File: src/rtl/mul_signed_arbiter.sv
// mul_signed_arbiter
//   Shares one signed W x W multiplier among NREQ requesters using
//   round-robin arbitration. The winner's operands are latched when the
//   grant is issued. The full 2*W-bit product is registered one cycle later.
//   A one-cycle done pulse then goes back to the winner.
//
// Ports
//   clk       in   rising-edge clock
//   clrn      in   asynchronous active-low clear
//   req       in   [NREQ]    request level per requester
//   a_bus     in   [NREQ*W]  packed multiplicands, slice i = a_bus[i*W +: W]
//   b_bus     in   [NREQ*W]  packed multipliers,   slice i = b_bus[i*W +: W]
//   gnt       out  [NREQ]    registered one-hot grant, high in MUL and DONE
//   done      out  [NREQ]    one-hot, one-cycle pulse in DONE; z is valid then
//   z         out  [2*W]     signed product, held until the next DONE
//   busy      out            high in MUL and DONE
//   state_dbg out  [2]       current FSM state (IDLE=0, MUL=1, DONE=2)
//
// Handshake: a requester holds req high with stable operands until it sees
// its gnt bit. Operands are sampled only at that grant edge. Its done bit
// pulses for exactly one cycle, and z is valid in that same cycle. req is
// ignored outside IDLE.
module mul_signed_arbiter #(
  parameter int NREQ = 4,
  parameter int W    = 8
) (
  input  logic              clk,
  input  logic              clrn,
  input  logic [NREQ-1:0]   req,
  input  logic [NREQ*W-1:0] a_bus,
  input  logic [NREQ*W-1:0] b_bus,
  output logic [NREQ-1:0]   gnt,
  output logic [NREQ-1:0]   done,
  output logic [2*W-1:0]    z,
  output logic              busy,
  output logic [1:0]        state_dbg
);

  localparam int PW = (NREQ > 1) ? $clog2(NREQ) : 1;

  localparam logic [1:0] ST_IDLE = 2'd0;
  localparam logic [1:0] ST_MUL  = 2'd1;
  localparam logic [1:0] ST_DONE = 2'd2;

  localparam logic [NREQ-1:0] ONE_HOT0 = NREQ'(1);

  logic [1:0]      state_q, state_d;
  logic [NREQ-1:0] gnt_q, gnt_d;
  logic [PW-1:0]   gidx_q, gidx_d;
  logic [PW-1:0]   ptr_q, ptr_d;
  logic [W-1:0]    a_q, a_d;
  logic [W-1:0]    b_q, b_d;
  logic [2*W-1:0]  z_q, z_d;

  // Round-robin pick: the search starts at ptr_q and wraps modulo NREQ.
  logic          found;
  logic [PW-1:0] sel;
  int            idx;

  always_comb begin
    found = 1'b0;
    sel   = '0;
    idx   = 0;
    for (int k = 0; k < NREQ; k++) begin
      idx = int'(ptr_q) + k;
      if (idx >= NREQ) idx = idx - NREQ;
      if (!found && req[idx]) begin
        found = 1'b1;
        sel   = PW'(idx);
      end
    end
  end

  // Sign-extend to the full product width so that no bits are lost.
  // For example, -128 * -128 = 0x4000.
  logic [2*W-1:0] a_ext, b_ext;
  assign a_ext = {{W{a_q[W-1]}}, a_q};
  assign b_ext = {{W{b_q[W-1]}}, b_q};

  always_comb begin
    state_d = state_q;
    gnt_d   = gnt_q;
    gidx_d  = gidx_q;
    ptr_d   = ptr_q;
    a_d     = a_q;
    b_d     = b_q;
    z_d     = z_q;
    case (state_q)
      ST_IDLE: begin
        if (found) begin
          state_d = ST_MUL;
          gnt_d   = ONE_HOT0 << sel;
          gidx_d  = sel;
          a_d     = a_bus[int'(sel)*W +: W];
          b_d     = b_bus[int'(sel)*W +: W];
        end
      end
      ST_MUL: begin
        z_d     = a_ext * b_ext;
        state_d = ST_DONE;
      end
      ST_DONE: begin
        gnt_d   = '0;
        // Advance past the winner so that it queues behind the other requesters.
        ptr_d   = (gidx_q == PW'(NREQ - 1)) ? '0 : gidx_q + PW'(1);
        state_d = ST_IDLE;
      end
      default: begin
        state_d = ST_IDLE;
        gnt_d   = '0;
      end
    endcase
  end

  always_ff @(posedge clk or negedge clrn) begin
    if (!clrn) begin
      state_q <= ST_IDLE;
      gnt_q   <= '0;
      gidx_q  <= '0;
      ptr_q   <= '0;
      a_q     <= '0;
      b_q     <= '0;
      z_q     <= '0;
    end else begin
      state_q <= state_d;
      gnt_q   <= gnt_d;
      gidx_q  <= gidx_d;
      ptr_q   <= ptr_d;
      a_q     <= a_d;
      b_q     <= b_d;
      z_q     <= z_d;
    end
  end

  // done is decoded from state, so reset clears it immediately.
  assign done      = (state_q == ST_DONE) ? gnt_q : '0;
  assign gnt       = gnt_q;
  assign z         = z_q;
  assign busy      = (state_q == ST_MUL) || (state_q == ST_DONE);
  assign state_dbg = state_q;

endmodule

File: config.mk
export PLATFORM = sky130hd
export DESIGN_NAME = mul_signed_arbiter
export DESIGN_NICKNAME = d
export VERILOG_FILES = /design/src/rtl/mul_signed_arbiter.sv
export SDC_FILE = /design/constraint.sdc
export NUM_CORES = 1
export LEC_CHECK = 0
export CAP_MARGIN = 20
export CORE_MARGIN = 4
export CORE_UTILIZATION = 54
export DETAILED_ROUTE_END_ITERATION = 16
export MAX_ROUTING_LAYER = met4
export PLACE_DENSITY_LB_ADDON = 0.15
export SETUP_SLACK_MARGIN = 0.2
export SKIP_LAST_GASP = 1
export SLEW_MARGIN = 10
export SYNTH_ARGS = -nofsm -noshare
export SYNTH_HDL_FRONTEND = slang
export SYNTH_SLANG_ARGS = --single-unit
File: constraint.sdc
create_clock -name clk -period 5.8 [get_ports clk]
set_input_delay 1.74 -clock clk [delete_from_list [all_inputs] [get_ports clk]]
set_output_delay 1.74 -clock clk [all_outputs]
set_load 0.005 [all_outputs]
==> summary.txt, run 1 <==
Post-layout min period - 4.63 ns
Total CTS buffers - 5
TritonRoute pass-1 iters - 6
Dominant cell type by area after synthesis - fa_1
Rel. slew slack - 34.8%
Max-cap viol count - 0
Vias in the first global route - 3,797
Synth Flop Type - dfrtp_1
Crit. End Element - flop
Worst hold path class - flop to flop
Initial drt markers - 88
GR Overflow Total - 0
Final Hold Fails - 0
Largest net degree at the start of global routing - 43
Yosys reg bits - 42
Number of flops mapped to enable cells by yosys - 0
WS Path Type - flop to flop
DP Worst Slack - 1.17 ns
R2R setup slack - 1.17 ns
Synthesized Nets - 653
Starting Density - 55.8%
Final WS setup - 1.17 ns
Initial antenna violation count - 0
PortBufs - 96
Final WL - 9.73 mm
Avg WL per Cell - 14.1 microns
Number of diodes - 0
Total clock sinks - 42
CTS tree - built
Gr usage total - 20.8%
Crit path from - b_q[2]$_DFFE_PN0P_
Placer's final routability congestion estimate - 0.885
Post-route DRC - 0
Count of final max-slew check failures - 0
Site Rows - 34
Worst-path clk slew - 0.10 ns
Ys async rst share - 100%
CTS H-Tree Depth - 2
Worst reg2reg startpoint - b_q[2]$_DFFE_PN0P_
Die area - 10,700 sq um
Reg2Reg Capture Point - z[15]$_DFFE_PN0N_
Hold_ws - 0.486 ns
DIE HEIGHT - 103 microns
Crit path DAT - 4.83 ns
Core area - 8810 sq um
Setup violators final - 0
Period utilisation layout - 79.9%
DR vias/cell - 5.18
Post-CTS Setup Repair Bufs - 0
F_max - 216 MHz
Avg Inst Size Synth - 9.95 sq um
ANT nets after route - 0
First-pass GRT wire length - 17.1 mm
Clk_lat worst skew - 0.31 ns
Syn Inst Count - 494
Layout area overhead - 22.0%
Fillcell total - 719
Post-DP HPWL - 8.21 mm
Post-synth top area share - 22.4%
Num ports - 97
Clk_skew - 0.0160 ns
Fin util - 68.1%
Largest cells by area after synthesis - fa_1 (22%), dfrtp_1 (21%), ha_1 (8.7%), mux2i_1 (6.7%), inv_1 (6.4%)
Net count, final - 742
Startpoint Class - flop
CTS root buf - clkbuf_8
Worst-Margin Slew - 0.976 ns
WP data required - 5.99 ns
Setup TNS - 0 ns
CP Max Fanout - 9
Crit path to - z[15]$_DFFE_PN0N_
Hold_buf cts - 0
Yosys warnings - 0
Die W - 103 microns
Outcome - completed
Clock Tree Buf Depth - 2
CTS-repair resized insts - 0
Via count - 3,583
Synthesized area - 4910 sq um
Layout cell share with drive strength beyond 1 - 10.4%
RSZ-0062 raised after global routing - no
Register area share after synthesis - 21.4%
Worst R2R Path Depth - 17
Distinct cells, synth - 45
[placed cells by master, fill, tap and decap left out, types with 6 or more instances in the layout]
| cell | count |
|---|---|
| clkdlybuf4s50_1 | 95 |
| inv_1 | 84 |
| fa_1 | 55 |
| nand2_1 | 45 |
| and2_1 | 42 |
| dfrtp_1 | 42 |
| ha_1 | 34 |
| mux2i_1 | 33 |
| mux2_2 | 26 |
| o21ai_2 | 15 |
| o21ai_0 | 13 |
| xnor2_1 | 13 |
| nor2_1 | 11 |
| a21oi_1 | 9 |
| nor2b_1 | 8 |
| nor3_1 | 6 |
[stage by stage]
stage | cell area, sq um | cells
2_1_floorplan | 4910 | 494
6_report | 5990 | 692
4_1_cts | 5990 | 692
5_1_grt | 5990 | 692
3_3_place_gp | 5910 | 684
3_5_place_dp | 5910 | 684
[per-layer routing]
layer	wire length (microns)	global-route usage [%]
met5	0	-
met4	106	4.08
met3	445	2.82
met2	4880	36.0
met1	4300	26.2
[cells by family after synthesis]
logic type,count (synthesis),synth area share (%)
AND/OR/NAND/NOR,120,12.5
adder cells (fa/ha/maj),89,31.1
AO/OA/AOI/OAI,62,9.14
flip-flops,42,21.4
multiplexers,64,14.2
XOR/XNOR,14,2.50
buffers and inverters,103,9.17
[sequential cells by signal, indices dropped and copies added (netlist names)]
register,flops
z,16
a_q,8
b_q,8
gnt,4
gidx_q,2
ptr_q,2
state_dbg,2
[Yosys cell counts (5+ instances only)]
library cell and number:
nor3_1 6, inv_1 84, ha_1 34, o21ai_2 15, dfrtp_1 42, mux2_4 5, nor2b_1 8, nand2b_1 5
o21ai_0 13, and2_1 42, nor2_1 11, clkbuf_1 5, fa_1 55, mux2i_1 33, nand2_1 45, mux2_2 26
a21oi_1 9, xnor2_1 13, a22o_1 5
[worst max-delay path, stage by stage, from the launching register on]
cell     delay, ns
dfrtp_1       0.48
nand2_1       0.19
inv_1         0.07
fa_1          0.57
inv_1         0.14
fa_1          0.55
inv_1         0.05
fa_1          0.53
inv_1         0.05
fa_1          0.52
inv_1         0.04
ha_1          0.34
nand2_1       0.09
nor3_1        0.22
a21oi_1       0.14
a21oi_1       0.20
xnor2_1       0.09
mux2_2        0.26
[worst min-delay path by stage]
stage	from	to	slack (ns)	depth (start not counted)
CTS	z[12]$_DFFE_PN0N_	z[12]$_DFFE_PN0N_	0.49	2
global route	z[12]$_DFFE_PN0N_	z[12]$_DFFE_PN0N_	0.51	2
detailed placement	z[12]$_DFFE_PN0N_	z[12]$_DFFE_PN0N_	0.47	2
floorplan	z[12]$_DFFE_PN0N_	z[12]$_DFFE_PN0N_	0.48	2
global placement	z[7]$_DFFE_PN0N_	z[7]$_DFFE_PN0N_	0.46	1
finish	z[7]$_DFFE_PN0N_	z[7]$_DFFE_PN0N_	0.49	1
[layout make-up]
class                           count  area [sq um]  share of cell area, %
Multi-Input combinational cell    349          3420                   57.1
Sequential cell                    42          1050                   17.5
Inverter                           86           323                   5.39
Timing Repair Buffer               99           978                   16.3
Clock inverter                      2          13.8                  0.230
Clock buffer                        6          72.6                   1.21
Tap cell                          108           135                   2.25
Power of run 1 is not shown: default switching activity piles up to over one toggle a cycle in this logic, so the estimate is an artifact.
==> run 2, diff against run 1 <==
clock period = 4.61 ns   (was 5.8 ns; I/O delays follow)
==> summary.txt, run 2 (synthesized netlist as in run 1, its figures left out) <==
CTS tree - built
Rel. slew slack - 36.1%
Final Hold Fails - 0
Clk_lat worst skew - 0.31 ns
Avg WL per Cell - 14.2 microns
Largest net degree at the start of global routing - 43
Via count - 3,688
TritonRoute pass-1 iters - 4
Die area - 10,700 sq um
First-pass GRT wire length - 17.1 mm
Placer's final routability congestion estimate - 0.844
Initial antenna violation count - 0
Max-cap viol count - 0
Worst-Margin Slew - 0.958 ns
Hold_buf cts - 0
Worst hold path class - flop to flop
DR vias/cell - 5.22
WP data required - 4.82 ns
WS Path Type - flop to flop
Count of final max-slew check failures - 0
Setup violators final - 0
Bufs and invs on worst path - 5
Total CTS buffers - 5
Outcome - completed
Post-route DRC - 0
CP max stage delay - 0.58 ns
Gr usage total - 20.7%
Cell family with most CP delay - adder cells
Area of the multi-input gates - 3540 sq um
Setup TNS - 0 ns
Worst path cell trace - nand2_4, inv_1, fa_1, inv_2, fa_1, inv_1, fa_1, inv_1, fa_1, inv_1, ha_4, nand2_2, nor3_2, a21oi_2, a21oi_2, xnor2_1, mux2_2
Number of diodes - 0
ANT nets after route - 0
Fillcell total - 662
Core area - 8810 sq um
RSZ-0062 raised after global routing - no
Layout cell share with drive strength beyond 1 - 17.4%
Commonest cells after routing, fill and taps aside - clkdlybuf4s50_1 (95), inv_1 (83), fa_1 (55)
Worst path slowest cell - fa_1
Total clock sinks - 42
Seq. cell area - 1060 sq um
Commonest non-fill, non-tap cell in the layout - clkdlybuf4s50_1
Vias in the first global route - 3,836
Layout area overhead - 26.8%
Largest register FFs - 16
Period utilisation layout - 92.4%
Clock Tree Buf Depth - 2
F_max - 235 MHz
Worst-path clk slew - 0.10 ns
Site Rows - 34
CTS root buf - clkbuf_8
Crit. End Element - flop
CTS H-Tree Depth - 2
Die W - 103 microns
PortBufs - 96
CP Max Fanout - 7
Post-DP HPWL - 8.21 mm
Initial drt markers - 133
DIE HEIGHT - 103 microns
Crit path DAT - 4.47 ns
GR Overflow Total - 0
Starting Density - 55.8%
Final WL - 10.0 mm
Clk_skew - 0.0205 ns
Startpoint Class - flop
Net count, final - 756
Post-layout min period - 4.26 ns
Num ports - 97
-- run 2: changes by cell type in the layout (fill, tap and decap cells not counted), moves of 4 or more --
cell     before  now
buf_4         3   17
o21ai_0      13    6
dfrtp_1      42   36
dfrtp_2       0    6
ha_1         34   28
ha_4          0    5
o21ai_1       1    5
-- run 2: area by class of cell --
type	instances	area share, %
Tap cell	108	2.17
Timing Repair Buffer	113	17.4
Sequential cell	42	17.0
Inverter	86	5.18
Clock inverter	3	0.341
Multi-Input combinational cell	349	56.8
Clock buffer	5	1.10
-- run 2: what timing repair did --
item	CTS	global route
endpoints found under the setup margin	2	6
pin swaps	0	7
setup buffers	1	5
resized for setup	7	30
-- run 2: worst reg2reg max path, stage by stage, from the launching register on --
cell,delay (ns)
dfrtp_2,0.46
nand2_4,0.09
inv_1,0.06
fa_1,0.58
inv_2,0.07
fa_1,0.53
inv_1,0.05
fa_1,0.52
inv_1,0.05
fa_1,0.52
inv_1,0.06
ha_4,0.28
nand2_2,0.07
nor3_2,0.19
a21oi_2,0.11
a21oi_2,0.17
xnor2_1,0.09
mux2_2,0.26
-- run 2: routing by layer --
metal / vias to the layer above / part of all wire, % / global-route usage [%] / wire (microns)
met1: 1782 / 45 / 26.3 / 4490
met2: 100 / 50 / 35.1 / 4960
met3: 20 / 3.8 / 2.82 / 379
li1: 1786 / - / - / -
met4: 0 / 1.8 / 5.18 / 177
met5: - / 0 / - / 0
-- run 2: final timing paths --
check	cells after the start	end	startpoint	slack, ns
worst max-delay path	17	z[15]$_DFFE_PN0N_	a_q[7]$_DFFE_PN0P_	0.35
worst min-delay path	1	z[7]$_DFFE_PN0N_	z[7]$_DFFE_PN0N_	0.49
worst max register to register	17	z[15]$_DFFE_PN0N_	a_q[7]$_DFFE_PN0P_	0.35
worst min register to register	1	z[7]$_DFFE_PN0N_	z[7]$_DFFE_PN0N_	0.49
max in group asynchronous	1	b_q[3]$_DFFE_PN0P_	clrn	2.72
min in group asynchronous	1	z[15]$_DFFE_PN0N_	clrn	1.21
-- run 2: per-stage QoR --
step           setup slack (ns)  hold WS, ns  area [sq um]  utilization, %  cells
2_1_floorplan             0.200        0.475          4910               -    494
6_report                  0.350        0.493          6230            70.7    706
3_5_place_dp             0.0390        0.468          5970            67.8    692
4_1_cts                   0.226        0.493          6090            69.2    701
5_1_grt                   0.201        0.509          6230            70.7    706
3_3_place_gp              0.199        0.464          5970            67.8    692
Power of run 2 is left out for the same reason.
==> run 3, diff against run 2 <==
CTS_CLUSTER_SIZE = 28   (was unset)
GPL_ROUTABILITY_DRIVEN = 0   (was unset)
==> results of run 3 <==
Final layout, timing and power as in run 2 (identical DEF).
Power of run 3 is left out for the same reason.
